$ cat config.mk
export PLATFORM = sky130hd
export DESIGN_NAME = rf_write_arbiter
export DESIGN_NICKNAME = d
export VERILOG_FILES = /design/src/rtl/rf_write_arbiter.sv
export SDC_FILE = /design/constraint.sdc
export NUM_CORES = 1
export LEC_CHECK = 0
export CORE_ASPECT_RATIO = 0.6
export CORE_MARGIN = 4
export CORE_UTILIZATION = 40
export CTS_BUF_LIST = sky130_fd_sc_hd__clkbuf_8
export DETAILED_ROUTE_END_ITERATION = 6
export GPL_TIMING_DRIVEN = 1
export HOLD_SLACK_MARGIN = 0.06
export PLACE_DENSITY = 0.89
export SLEW_MARGIN = 20
export SYNTH_ARGS = -nofsm -noshare
export SYNTH_HDL_FRONTEND = slang
export SYNTH_SLANG_ARGS = --single-unit
$ cat constraint.sdc
create_clock -name clk -period 2.57 [get_ports clk]
set_input_delay 0.514 -clock clk [delete_from_list [all_inputs] [get_ports clk]]
set_output_delay 0.514 -clock clk [all_outputs]
set_load 0.01 [all_outputs]
$ cat src/rtl/rf_write_arbiter.sv
// rf_write_arbiter
// Round-robin arbiter that shares the single register-file write port
// between two writeback requesters. Accepted writes go through one
// registered stage that drives the register file. Writes in flight are
// flagged to the decode stage so it can forward rf_wdata.

module rf_write_arbiter #(
   parameter int DATA_W = 16
) (
   input  logic              clk,
   input  logic              rst,
   input  logic              freeze,
   input  logic              req0_valid,
   input  logic [4:0]        req0_addr,
   input  logic [DATA_W-1:0] req0_data,
   output logic              req0_ready,
   input  logic              req1_valid,
   input  logic [4:0]        req1_addr,
   input  logic [DATA_W-1:0] req1_data,
   output logic              req1_ready,
   input  logic [4:0]        raddr_1,
   input  logic [4:0]        raddr_2,
   output logic              rf_we,
   output logic [4:0]        rf_waddr,
   output logic [DATA_W-1:0] rf_wdata,
   output logic              fwd_hit_1,
   output logic              fwd_hit_2
);

   // Round-robin pointer: 0 favours req0, 1 favours req1.
   logic              prio;

   // Grant signals and the write they select.
   logic              grant0;
   logic              grant1;
   logic              any_grant;
   logic [4:0]        sel_addr;
   logic [DATA_W-1:0] sel_data;

   // Grant decision. Reset and freeze suppress every grant; a lone valid
   // requester always wins, and on contention prio picks the winner.
   always_comb begin
      grant0 = 1'b0;
      grant1 = 1'b0;
      if (!rst && !freeze) begin
         grant0 = req0_valid && (!req1_valid || (prio == 1'b0));
         grant1 = req1_valid && (!req0_valid || (prio == 1'b1));
      end
   end

   assign req0_ready = grant0;
   assign req1_ready = grant1;
   assign any_grant  = grant0 | grant1;

   // Select the granted requester's write for the output stage.
   always_comb begin
      sel_addr = req0_addr;
      sel_data = req0_data;
      if (grant1) begin
         sel_addr = req1_addr;
         sel_data = req1_data;
      end
   end

   // Pointer update and output stage load. The register file never stalls,
   // so the stage is reloaded every cycle; writes to x0 are consumed but
   // never raise rf_we, since x0 is hardwired to zero.
   always_ff @(posedge clk) begin
      if (rst) begin
         prio     <= 1'b0;
         rf_we    <= 1'b0;
         rf_waddr <= 5'd0;
         rf_wdata <= '0;
      end else if (any_grant) begin
         prio  <= grant0;
         rf_we <= (sel_addr != 5'd0);
         if (sel_addr != 5'd0) begin
            rf_waddr <= sel_addr;
            rf_wdata <= sel_data;
         end
      end else begin
         rf_we <= 1'b0;
      end
   end

   // Forwarding flags: the staged write is not yet in the array, so a read
   // of the same non-zero register must take rf_wdata instead.
   always_comb begin
      fwd_hit_1 = rf_we && (rf_waddr == raddr_1) && (raddr_1 != 5'd0);
      fwd_hit_2 = rf_we && (rf_waddr == raddr_2) && (raddr_2 != 5'd0);
   end

endmodule

==> metrics list <==
- Buffer type at the clock tree root: clkbuf_8
- Average detailed-routed wire length per instance: 15.8 um
- At the worst endpoint, the required time is 2.06 ns.
- Largest delay share family, worst path: buffers and inverters
* Maximum clock skew at final layout: 0.00474 ns
- Post-Layout Cell Count: 279
- Across all layers, the routed design uses 1493 vias.
- Of all flip-flops after synthesis, the portion carrying an async set or reset was 0.
- Cell types with the highest counts after synthesis: 39 x nand2_1, 23 x dfxtp_1, 19 x a311oi_1
* Count of pins over their slew limit: 0
- In this run, distinct cell masters in the synthesized netlist total 26.
* First-pass GRT wire length: 6.84 mm
* Ratio of routed vias to standard cells: 5.35
- Synthesis produced a netlist whose cell count is 153.
- The HPWL after detailed placement is 3.30 mm.
- Setup repair after global routing left no endpoint under its margin.
- After clock tree synthesis, the clock-pin slew on the worst setup and hold paths is 0.08 ns.
* Highest metal used: met3
- For this design the ratio of total power to cell area is 410 nW/um2.
- Capture point of the worst reg-to-reg path: rf_waddr[2]$_SDFFE_PP0P_
- Count of buffer and inverter cells on the critical path: 2
* Height of the chip: 52.3 um
- For this design the static power due to leakage is 0.848 nW.
- Net count of the mapped netlist: 210
- The hold violation count in the final report was 0.
* Hold Path Sink: prio$_SDFFE_PP0P_
- Dominant cells by area after synthesis: dfxtp_1 35%, a311oi_1 13%, nand2_1 11%, a211oi_2 9.6%, a211oi_1 5.7%
- Relative max-transition margin: 0.706
- In this run the remaining antenna-violating nets after routing total 0.
- Least-Margin Pin Slew: 0.440 ns
- Routability-driven placement finished with a final weighted congestion of 0.779.
- Total global routing overflow: 0
- For this block, the initial DRC count from the detailed router was 99.
- For this run, the total global-route usage over all layers was measured as 0.210.
- The worst register-to-register path has a setup slack of 0.90 ns.
- The layout has 249 filler cells.
- The worst setup path is captured at a primary output.
- Initial antenna violation count: 0
* Finish-stage setup viols: 0
* Result of the run: complete, no violations
- The region available for standard cell placement spans 3000 um2.
- Clock tree from TritonCTS: built
* Wl on met1: 1.88 mm
* Area of the mapped netlist: 1310 um2
- The final layout contains 295 nets.
- Maximum level of the CTS H-tree: 1
* Met3 wire length: 558 um
- CP max stage cell: clkdlybuf4s50_1
- Yosys warns: 0
- The clock passes through at most 2 buffers.
* Max IR drop VDD: 317 uV
- Signal arrival time at the worst endpoint: 1.94 ns
- The number of global-route vias before repair is 1455.
- Based on the critical path, the design can be clocked at up to 0.407 GHz.
* Cell type contributing the most total cell area after synthesis: dfxtp_1
- Post-synth EDFFs: 0
- In this run the count of I/O pins placed on the die edge is 83.
- In the post-synthesis netlist, the cell with the most instances is nand2_1.
- Amount of wire on met2 after detailed routing: 1.97 mm
- The largest single stage delay on the critical path is 0.53 ns.
* Critical path peak fanout: 2
- Cell count of the worst hold path: 1
* Count of buffers inserted at the top-level ports: 82
- Cells on worst reg2reg path: 6
- Row generation in the floorplan step produced 15 rows.
- Clock sink count: 23
- The number of antenna diodes in the final layout is 0.
- Entering global routing, the biggest net connects 41 pins.
- Starting Density: 0.435
- Including well taps, the total number of placed cells is 275.
- Reg-to-reg critical path startpoint: prio$_SDFFE_PP0P_
* Share of cells above drive strength 1: 0.122
* First-pass iteration count of the detailed router: 4
- Crit path top cell by count: clkdlybuf4s50_1
- The worst setup path is launched from an input pin.
- The setup path with the least slack is of type in2out.
- Type of the tightest min-delay check: reg2reg
* Clock insertion delay at the later pin of the skew report: 0.27 ns
- Cts bufs inserted: 3
- Post-synthesis sequential element count: 23
- Sum of negative setup slack: 0 ns
- Fin crit period: 2.46 ns
* Synth-to-layout area growth: 72.2%
- Critical hold path startpoint: prio$_SDFFE_PP0P_
* Part of the Yosys area used for sequential elements: 0.352
- Post-layout power: 922 uW
- From left edge to right edge, the die measures 81.8 um.
- Mapped Avg Cell Area: 8.54 um2
- Die area: 4270 um2
- The share of synthesized area in the top cell type comes to 0.352.
- Core Util, Final: 0.749
- Portion of the clock cycle consumed by the worst path in the final layout: 0.955
* Remaining DRCs: 0
- Traced cell by cell, the critical path runs through clkdlybuf4s50_1 -> a211oi_2 -> and2_1 -> clkdlybuf4s50_1.
- Max-capacitance violation count: 0
* Wirelength, routed: 4.41 mm
- Leading register cell type out of synthesis: dfxtp_1
-- power breakdown --
group | internal (mW) | total, mW | switching, mW
combinational | 0.178 | 0.289 | 0.111
sequential | 0.383 | 0.407 | 0.0233
clock | 0.108 | 0.226 | 0.118
total | 0.670 | 0.922 | 0.252
-- sequential cells by signal, summed over array words and instances (netlist names) --
name      flops
rf_wdata     16
rf_waddr      5
rf_we         1
prio          1
-- per-stage QoR --
| step | setup WS, ns | hold slack [ns] | cell area, um2 |
|---|---|---|---|
| final | 0.114 | 0.555 | 2250 |
| after global routing | 0.0433 | 0.581 | 2250 |
| after CTS | 0.00921 | 0.535 | 2240 |
| after detailed placement | -0.0169 | 0.510 | 2200 |
| after global placement | 0.0328 | 0.496 | 2200 |
| after floorplan | 0.675 | 0.475 | 1310 |
-- worst max path at each step --
stage / to / depth (start not counted) / from
6_report: req0_ready / 4 / req1_valid
5_1_grt: req0_ready / 4 / req1_valid
4_1_cts: req0_ready / 4 / rst
3_5_place_dp: fwd_hit_1 / 6 / raddr_1[2]
3_3_place_gp: fwd_hit_1 / 6 / raddr_1[2]
2_1_floorplan: rf_wdata[10]$_SDFFE_PP0P_ / 6 / req0_addr[2]
-- logic make-up after synthesis --
kind of cell	Yosys count	share of synthesized area
simple gates	56	0.182
compound gates	51	0.347
flops	23	0.352
buf+inv	15	0.0651
xor+xnor	8	0.0536
-- worst register-to-register path, stage by stage (launching register included) --
cell      delay [ns]
dfxtp_1         0.37
nand2b_1        0.12
nand3_1         0.12
inv_1           0.10
buf_4           0.39
a211oi_1        0.17
a311oi_1        0.30
-- layout make-up --
class	count	area [um2]	area share
tap	42	52.6	0.0234
sequential	23	460	0.205
clock buffer	3	41.3	0.0184
inverter	2	7.51	0.00334
timing repair buffer	93	917	0.408
multi-input combinational	115	766	0.340
clock inverter	1	5.00	0.00222
-- placed cells by master (no fill, tap or decap), types with 2 or more instances in the layout --
master,count
inv_1,2
nand2_1,39
nand3_1,3
buf_4,10
a211oi_1,9
a21oi_1,4
a311oi_1,19
a22oi_1,2
o211ai_1,2
clkbuf_8,3
a211oi_2,11
and2_1,2
xor2_1,6
nor3_1,5
xnor2_1,2
nor2_1,4
clkdlybuf4s50_1,80
dfxtp_1,23
-- metal layers --
layer,GRT usage,up-vias
met4,0.0414,0
li1,-,746
met1,0.250,675
met2,0.342,72
met3,0.107,0
met5,0,-
-- what timing repair did --
action / 4_1_cts / 5_1_grt
endpoints found under the setup margin: 1 / 2
resized for setup: 1 / 2
pin swaps: 0 / 1
hold buffers: 0 / 0
buffers inserted: 0 / 0
Note: power is estimated with default switching activity, not from simulation.
